`src/rtl/ab_mon_pkg.sv`:
```
`default_nettype none
// ============================================================================
// ab_mon_pkg : shared FSM state, pass/fail rule and default widths
// Rev 1.0
// ============================================================================
package ab_mon_pkg;

  localparam int unsigned CNT_W_DEF      = 16;
  localparam int unsigned WIN_DEF        = 20;
  localparam int unsigned FAIL_LIMIT_DEF = 3;

  typedef enum logic [1:0] {
    ST_IDLE = 2'd0,
    ST_RUN  = 2'd1,
    ST_DONE = 2'd2
  } ab_state_e;

  // (a==0 && b==1) || a==1 reduces to a|b
  function automatic logic ab_ok(input logic a, input logic b);
    return a | b;
  endfunction

endpackage
`default_nettype wire

```
`src/rtl/ab_sat_counter.sv`:
```
`default_nettype none
// ============================================================================
// ab_sat_counter : up-counter with synchronous clear that holds at all-ones
// Rev 1.0
// ============================================================================
module ab_sat_counter #(
  parameter int unsigned W = 16
) (
  input  logic         clk,
  input  logic         rst_n,
  input  logic         clear,
  input  logic         inc,
  output logic [W-1:0] q
);

  localparam logic [W-1:0] C_MAX = {W{1'b1}};

  logic [W-1:0] q_q;
  logic [W-1:0] q_d;

  always_comb begin
    q_d = q_q;
    if (clear) begin
      q_d = '0;
    end else if (inc && (q_q != C_MAX)) begin
      q_d = q_q + W'(1);
    end
  end

  always_ff @(posedge clk or negedge rst_n) begin
    if (!rst_n) begin
      q_q <= '0;
    end else begin
      q_q <= q_d;
    end
  end

  assign q = q_q;

endmodule
`default_nettype wire

```
`src/rtl/ab_property_monitor.sv`:
```
`default_nettype none
// ============================================================================
// ab_property_monitor : windowed pass/fail counter for the rule a|b with
// consecutive-failure alarm. AB_MON_FIRST_FAIL_EN builds first-failure capture.
// Rev 1.0
// ============================================================================
module ab_property_monitor
  import ab_mon_pkg::*;
#(
  parameter int unsigned CNT_W      = CNT_W_DEF,
  parameter int unsigned WIN        = WIN_DEF,
  parameter int unsigned FAIL_LIMIT = FAIL_LIMIT_DEF
) (
  input  logic             clk,
  input  logic             rst_n,
  input  logic             start,
  input  logic             valid,
  input  logic             a,
  input  logic             b,
  output logic             busy,
  output logic             done,
  output logic [CNT_W-1:0] pass_cnt,
  output logic [CNT_W-1:0] fail_cnt,
  output logic [CNT_W-1:0] consec_fail,
  output logic             alarm,
  output logic [CNT_W-1:0] first_fail_idx,
  output logic             first_fail_vld
);

  localparam logic [CNT_W-1:0] C_WIN   = CNT_W'(WIN);
  localparam logic [CNT_W-1:0] C_LIMIT = CNT_W'(FAIL_LIMIT);
  localparam logic [CNT_W-1:0] C_MAX   = {CNT_W{1'b1}};

  ab_state_e        state_q, state_d;
  logic             busy_q, busy_d;
  logic             done_q, done_d;
  logic             alarm_q, alarm_d;
  logic [CNT_W-1:0] idx_q;
  logic [CNT_W-1:0] consec_inc;
  logic [CNT_W-1:0] idx_inc;
  logic             ok;
  logic             accept;

  assign ok     = ab_ok(a, b);
  // a start in the same cycle discards the sample
  assign accept = (state_q == ST_RUN) && valid && !start;

  ab_sat_counter #(.W(CNT_W)) u_pass (
    .clk(clk), .rst_n(rst_n), .clear(start), .inc(accept && ok), .q(pass_cnt)
  );
  ab_sat_counter #(.W(CNT_W)) u_fail (
    .clk(clk), .rst_n(rst_n), .clear(start), .inc(accept && !ok), .q(fail_cnt)
  );
  ab_sat_counter #(.W(CNT_W)) u_consec (
    .clk(clk), .rst_n(rst_n), .clear(start || (accept && ok)), .inc(accept && !ok),
    .q(consec_fail)
  );
  ab_sat_counter #(.W(CNT_W)) u_idx (
    .clk(clk), .rst_n(rst_n), .clear(start), .inc(accept), .q(idx_q)
  );

  // Values the counters will hold after this edge, used for the alarm and window end
  assign consec_inc = (consec_fail == C_MAX) ? consec_fail : consec_fail + CNT_W'(1);
  assign idx_inc    = (idx_q == C_MAX) ? idx_q : idx_q + CNT_W'(1);

  always_comb begin
    state_d = state_q;
    alarm_d = alarm_q;
    if (start) begin
      state_d = ST_RUN;
      alarm_d = 1'b0;
    end else if (accept) begin
      if (!ok && (consec_inc == C_LIMIT)) begin
        alarm_d = 1'b1;
      end
      if (idx_inc == C_WIN) begin
        state_d = ST_DONE;
      end
    end
    busy_d = (state_d == ST_RUN);
    done_d = (state_d == ST_DONE);
  end

  always_ff @(posedge clk or negedge rst_n) begin
    if (!rst_n) begin
      state_q <= ST_IDLE;
      busy_q  <= 1'b0;
      done_q  <= 1'b0;
      alarm_q <= 1'b0;
    end else begin
      state_q <= state_d;
      busy_q  <= busy_d;
      done_q  <= done_d;
      alarm_q <= alarm_d;
    end
  end

  assign busy  = busy_q;
  assign done  = done_q;
  assign alarm = alarm_q;

`ifdef AB_MON_FIRST_FAIL_EN
  logic [CNT_W-1:0] ff_idx_q, ff_idx_d;
  logic             ff_vld_q, ff_vld_d;

  always_comb begin
    ff_idx_d = ff_idx_q;
    ff_vld_d = ff_vld_q;
    if (start) begin
      ff_idx_d = '0;
      ff_vld_d = 1'b0;
    end else if (accept && !ok && !ff_vld_q) begin
      ff_idx_d = idx_q;
      ff_vld_d = 1'b1;
    end
  end

  always_ff @(posedge clk or negedge rst_n) begin
    if (!rst_n) begin
      ff_idx_q <= '0;
      ff_vld_q <= 1'b0;
    end else begin
      ff_idx_q <= ff_idx_d;
      ff_vld_q <= ff_vld_d;
    end
  end

  assign first_fail_idx = ff_idx_q;
  assign first_fail_vld = ff_vld_q;
`else
  assign first_fail_idx = '0;
  assign first_fail_vld = 1'b0;
`endif

endmodule
`default_nettype wire

```
`config.mk`:
```
export PLATFORM = sky130hd
export DESIGN_NAME = ab_property_monitor
export DESIGN_NICKNAME = d
export VERILOG_FILES = /design/src/rtl/ab_mon_pkg.sv /design/src/rtl/ab_sat_counter.sv /design/src/rtl/ab_property_monitor.sv
export SDC_FILE = /design/constraint.sdc
export NUM_CORES = 1
export LEC_CHECK = 0
export ABC_AREA = 1
export CAP_MARGIN = 20
export CORE_UTILIZATION = 55
export DETAILED_ROUTE_END_ITERATION = 12
export PLACE_DENSITY = 0.83
export SYNTH_ARGS = -nofsm -noshare
export SYNTH_HDL_FRONTEND = slang
export SYNTH_SLANG_ARGS = --single-unit
```
`constraint.sdc`:
```
create_clock -name clk -period 4.6 [get_ports clk]
set_input_delay 0.92 -clock clk [delete_from_list [all_inputs] [get_ports clk]]
set_output_delay 0.92 -clock clk [all_outputs]
set_load 0.1 [all_outputs]
```
==> results of run 1 <==
power groups by stage:
stage / sequential [mW] / clock (mW) / combinational (mW)
finish: 0.616 / 0.504 / 0.141
CTS: 0.615 / 0.511 / 0.139
global route: 0.616 / 0.535 / 0.150
floorplan: 0.643 / 0 / 0.105
detailed placement: 0.628 / 0 / 0.138
global placement: 0.627 / 0 / 0.137
worst min-delay path by stage:
stage | to | slack, ns | cells past startpoint
5_1_grt | u_idx.q[15] | 0.41 | 1
3_5_place_dp | u_pass.q[5] | 0.51 | 1
3_3_place_gp | u_pass.q[5] | 0.50 | 1
4_1_cts | u_pass.q[5] | 0.52 | 1
6_report | u_idx.q[15] | 0.41 | 1
2_1_floorplan | u_idx.q[1] | 0.49 | 2
metal layers:
metal	wire length, µm	vias to the layer above	part of all wire, %
met1	4050	1806	43
met3	542	19	5.7
met2	4690	137	50
met5	0	-	0
met4	160	0	1.7
li1	-	1917	-
per-stage QoR:
stage               instance area [µm²]  worst slack (ns)  util, %  hold WS (ns)  instances
floorplan                          4190              2.19        -         0.487        580
global placement                   4710              1.17     64.9         0.503        712
detailed placement                 4710              1.01     64.9         0.510        712
CTS                                4910              1.36     67.7         0.522        728
global route                       4930              1.16     67.9         0.411        729
finish                             4930              1.32     67.9         0.414        729
cell families after synthesis:
kind of cell             count (synthesis)  share of synthesized area, %
AND/OR/NAND/NOR                        290                          31.8
buffers and inverters                  102                          11.1
AO/OA/AOI/OAI                           84                          11.0
flip-flops                              69                          41.9
XOR/XNOR                                14                          2.97
adder cells (fa/ha/maj)                  4                          1.21
other                                    1                        0.0909
layout make-up:
| type | count | area share (%) |
|---|---|---|
| clock buffer | 9 | 2.51 |
| clock inverter | 7 | 1.50 |
| inverter | 77 | 5.87 |
| multi-input combinational | 409 | 40.6 |
| sequential | 69 | 35.0 |
| tap | 99 | 2.51 |
| timing repair buffer | 59 | 12.0 |
cell usage in the layout (no fill, tap or decap), types with 4 or more instances in the layout:
master / synthesis / routed
nand2_2: 8 / 8
inv_2: 5 / 5
nor2_4: 4 / 4
nand4_1: 12 / 12
clkdlybuf4s50_1: 0 / 55
xor2_1: 13 / 13
nor3_1: 18 / 18
dfrtp_1: 69 / 69
clkbuf_8: 0 / 9
o21ai_0: 28 / 28
conb_1: 1 / 17
nor2_2: 13 / 13
inv_1: 71 / 71
o21ai_1: 20 / 20
ha_1: 4 / 4
o22ai_1: 7 / 7
nand3_1: 39 / 39
a21oi_1: 20 / 20
nor2_1: 64 / 64
nand2_1: 125 / 125
state kept, by name, indices dropped and copies added (netlist names):
register and cells:
state_q 2, u_pass.q 16, busy 1, u_idx.q 16, done 1, u_fail.q 16
alarm 1, u_consec.q 16
==> impl_metrics.tcl, run 1 <==
set metrics [dict create \
    gp_congestion 0.883 \
    post_cts_buffers 0 \
    power_mw 1.26 \
    r2r-start "u_consec.q[0]" \
    run_status "completed" \
    fmax_ghz 0.305 \
    min_path_type "input pin to async pin" \
    syn_area_per_cell_um2 7.31 \
    synth_area_um2 4130 \
    clk_path_buf_depth 2 \
    crit_path_end "u_consec.q[8]" \
    drive_gt1_share_pct 8.89 \
    p_seq_share_pct 48.8 \
    drtAntennaViolNets 0 \
    synthTopCellsByCount "nand2_1, inv_1, dfrtp_1, nor2_1, nand3_1" \
    final.min_clock_period_ns 3.28 \
    netlist_top_cells_area "dfrtp_1, nand2_1, inv_1" \
    cp.buffers_inverters 4 \
    fin_tns_setup_ns 0 \
    insertion_delay_ns 0.35 \
    antenna_found_initial 0 \
    p_leak_nw 2.11 \
    comb_power_share_pct 11.2 \
    ys_dominant_reg_cell "dfrtp_1" \
    intPower_mw 0.882 \
    cts-root-buf "clkbuf_8" \
    ir_worst_vdd_mv 0.121 \
    drt_iter0_drc 200 \
    critical_path.max_stage_delay_ns 0.65 \
    grt_pass1_vias 3587 \
    cp.arrival_ns 3.54 \
    met3_usage_pct 5.04 \
    clock_power_share_pct 40.0 \
    clock_sinks 69 \
    switching_share_pct 30.0 \
    grt_pass1_wl_um 15500 \
    timing.rr.end "u_consec.q[8]" \
    tightest_slew_ns 0.982 \
    regArea_um2 1730 \
    synth-async-reset-ratio_pct 100 \
    syn2layout_area_growth_pct 19.4 \
    p_per_area_nw_per_um2 256 \
    synth-seq-cells 69 \
    cts_tree "built" \
    hpwl_um 6920 \
    slew_violations 0 \
    num_rows 31 \
    grt_max_degree 49 \
    synth_edf_count 0 \
    yosysUniqueCellTypes 33 \
    clk_pin_slew_ns 0.08 \
    top_usage_layer "met2" \
    yosys.area.top_type_share_pct 41.9 \
    wl_per_cell_um 13.0 \
    gr-usage-all-layers_pct 25.6 \
    vias_per_cell 5.32 \
    syn_inst 564 \
    ctsResizeCount 0 \
    ios 74 \
    crit_fanout 34 \
    finClkSkew_ns 0.0117 \
    multiInputGateArea_um2 2000 \
    worst-setup-path-type "input pin to register" \
    rr_worst_depth 8 \
    firstDrtPassIters 5 \
    path_cells "clkdlybuf4s50_1 > inv_2 > nand2_1 > nor2_2 > inv_1 > nor2_1 > inv_1 > o22ai_1" \
    antennaDiodeCount 0 \
    cp_common_cell "inv_1" \
    n_fill_cell 573 \
    final_nets 635 \
    p_switching_mw 0.378 \
    met2_usage_pct 43.5 \
    drc 0 \
    rrSetupSlack_ns 2.38 \
    postCtsHoldBufs 0 \
    fp.dieH_um 88.6 \
    grt.overflow.total 0 \
    cp-end-kind "register" \
    startpoint "start" \
    yosysTopAreaCell "dfrtp_1" \
    yosys_warnings 0 \
    ys_seq_area_share_pct 41.9 \
    wirelength_um 9450 \
    via_count 3879 \
    htreeDepth 3 \
    cp_slowest_cell "nor2_1" \
    crit_cells 8 \
    cp.required_ns 4.86 \
    path_delay_family "buffers and inverters" \
    initial_utilization_pct 56.9 \
    die_width_um 88.6 \
    rsz0062_at_grt "false" \
    dieArea_um2 7850 \
    drv_cap 0 \
    max_slew_margin_pct 34.3 \
    port_buffers 56 \
    cp-start-kind "input pin" \
    hold_violations 0 \
    finalCritPeriodShare_pct 71.3 \
    yosysMostFrequentCell "nand2_1" \
    gr-usage-met1_pct 31.9 \
    core_area_um2 7250 \
    final-setup-viol-count 0 \
    cts_inserted_buffers 9 \
]
(Power assumes the default switching activity.)
==> run 2, diff against run 1 <==
CORE_UTILIZATION = 48   (was 55)
PLACE_DENSITY = 0.77   (was 0.83)
clock period = 2.7 ns   (was 4.6 ns; I/O delays follow)
==> run 2 against run 1 <==
Total power grew 78%. Sequential power grew 70%. Non-clock buffer count grew 5. Die area grew 14%. Register-to-register slack lost 1.7 ns. Count of clock-buffer cells in the layout is the same. Utilization shrank 9.1 points. Highest routed layer unchanged.
==> impl_metrics.tcl, run 2 (same netlist as run 1, synthesis figures left out) <==
set metrics [dict create \
    hold_violations 0 \
    final.min_clock_period_ns 2.06 \
    cp-start-kind "register" \
    post_cts_buffers 0 \
    cts_inserted_buffers 9 \
    fp.dieH_um 94.7 \
    switching_share_pct 28.7 \
    multiInputGateArea_um2 2000 \
    drtAntennaViolNets 0 \
    die_width_um 94.7 \
    regArea_um2 1730 \
    clock_power_share_pct 42.3 \
    crit_fanout 5 \
    ios 74 \
    max_slew_margin_pct 51.2 \
    finClkSkew_ns 0.0123 \
    p_leak_nw 2.24 \
    drv_cap 0 \
    cp.arrival_ns 2.34 \
    initial_utilization_pct 50.0 \
    comb_power_share_pct 10.9 \
    top_usage_layer "met2" \
    antennaDiodeCount 0 \
    gr-usage-all-layers_pct 22.5 \
    grt_max_degree 34 \
    htreeDepth 3 \
    grt_pass1_vias 3526 \
    vias_per_cell 5.15 \
    post_dp_cell_area_um2 4630 \
    wirelength_um 9490 \
    drc 0 \
    clk_path_buf_depth 2 \
    worst-setup-path-type "register to register" \
    final-setup-viol-count 0 \
    r2r-start "u_idx.q[0]" \
    ir_worst_vdd_mv 0.200 \
    hpwl_um 7120 \
    postCtsHoldBufs 0 \
    met3_usage_pct 3.95 \
    p_per_area_nw_per_um2 462 \
    cts_tree "built" \
    final_nets 640 \
    p_switching_mw 0.644 \
    clock_sinks 69 \
    layout_commonest_cell "nand2_1" \
    cp.required_ns 2.98 \
    layout_common_cells "nand2_1, inv_1, dfrtp_1" \
    finalCritPeriodShare_pct 76.2 \
    fin_area_um2 4860 \
    dieArea_um2 8970 \
    cts-root-buf "clkbuf_8" \
    drt_iter0_drc 155 \
    ctsResizeCount 0 \
    clk_pin_slew_ns 0.08 \
    crit_path_end "done" \
    gp_congestion 0.891 \
    antenna_found_initial 0 \
    met2_usage_pct 37.3 \
    fin_tns_setup_ns 0 \
    min_path_type "input pin to async pin" \
    run_status "completed" \
    cp-end-kind "register" \
    p_seq_share_pct 46.8 \
    timing.rr.end "done" \
    startpoint "u_idx.q[0]" \
    num_rows 33 \
    wl_per_cell_um 12.8 \
    firstDrtPassIters 5 \
    insertion_delay_ns 0.35 \
    rsz0062_at_grt "false" \
    syn2layout_area_growth_pct 17.7 \
    tightest_slew_ns 0.732 \
    port_buffers 56 \
    slew_violations 0 \
    drive_gt1_share_pct 17.6 \
    fmax_ghz 0.486 \
    grt.overflow.total 0 \
    rrSetupSlack_ns 0.64 \
    core_area_um2 8260 \
    gr-usage-met1_pct 30.0 \
    rr_worst_depth 14 \
    grt_pass1_wl_um 15900 \
    intPower_mw 1.60 \
    via_count 3809 \
    n_fill_cell 757 \
]
[run 2: changes by cell type in the layout (fill, tap and decap cells not counted), sizes merged]
cell / before / now
clkinvlp: 1 / 2
buf: 4 / 60
clkdlybuf4s50: 55 / 4
bufinv: 1 / 2
clkinv: 5 / 3
[run 2: metal layers]
layer  vias to the layer above  routed length (µm)
li1                       1931                   -
met1                      1790                4350
met2                        78                4610
met3                        10                 403
met4                         0                 117
met5                         -                   0
[run 2: critical path: stages, from the launching register on]
cell	delay [ns]
dfrtp_1	0.44
ha_1	0.26
nand2_2	0.16
inv_1	0.05
nor2_1	0.14
nand2_1	0.08
nor2_1	0.13
nand3_1	0.12
nor2_1	0.10
nand2_1	0.08
nor2_2	0.12
nand2_2	0.09
nand2_1	0.08
nand2_1	0.08
nor2_2	0.09
[run 2: layout make-up]
type	instances	area share [%]
Timing Repair Buffer	64	10.0
Multi-Input combinational cell	409	41.2
Clock buffer	9	2.55
Sequential cell	69	35.6
Inverter	77	5.95
Tap cell	105	2.71
Clock inverter	7	2.01
[run 2: stage by stage]
stage	hold slack [ns]	instances	setup WS [ns]	util (%)	total power [mW]
after floorplan	0.244	580	0.291	-	1.27
after global placement	0.499	724	0.378	56.1	1.31
after detailed placement	0.499	724	0.297	56.1	1.31
after CTS	0.257	740	0.650	58.8	2.26
after global routing	0.285	740	0.394	58.8	2.32
final	0.244	740	0.643	58.8	2.24
[run 2: power groups by stage]
| stage | Clock (mW) | Sequential (mW) | Combinational [mW] |
|---|---|---|---|
| floorplan | 0 | 1.09 | 0.179 |
| global placement | 0 | 1.07 | 0.241 |
| detailed placement | 0 | 1.07 | 0.244 |
| CTS | 0.963 | 1.05 | 0.244 |
| global route | 1.01 | 1.05 | 0.261 |
| finish | 0.949 | 1.05 | 0.243 |
[run 2: worst min-delay path by stage]
stage,startpoint,end,cells past startpoint
5_1_grt,rst_n,u_fail.q[13],1
6_report,rst_n,u_fail.q[14],1
4_1_cts,rst_n,u_fail.q[14],1
3_3_place_gp,u_pass.q[5],u_pass.q[5],1
2_1_floorplan,rst_n,alarm,0
3_5_place_dp,u_pass.q[5],u_pass.q[5],1
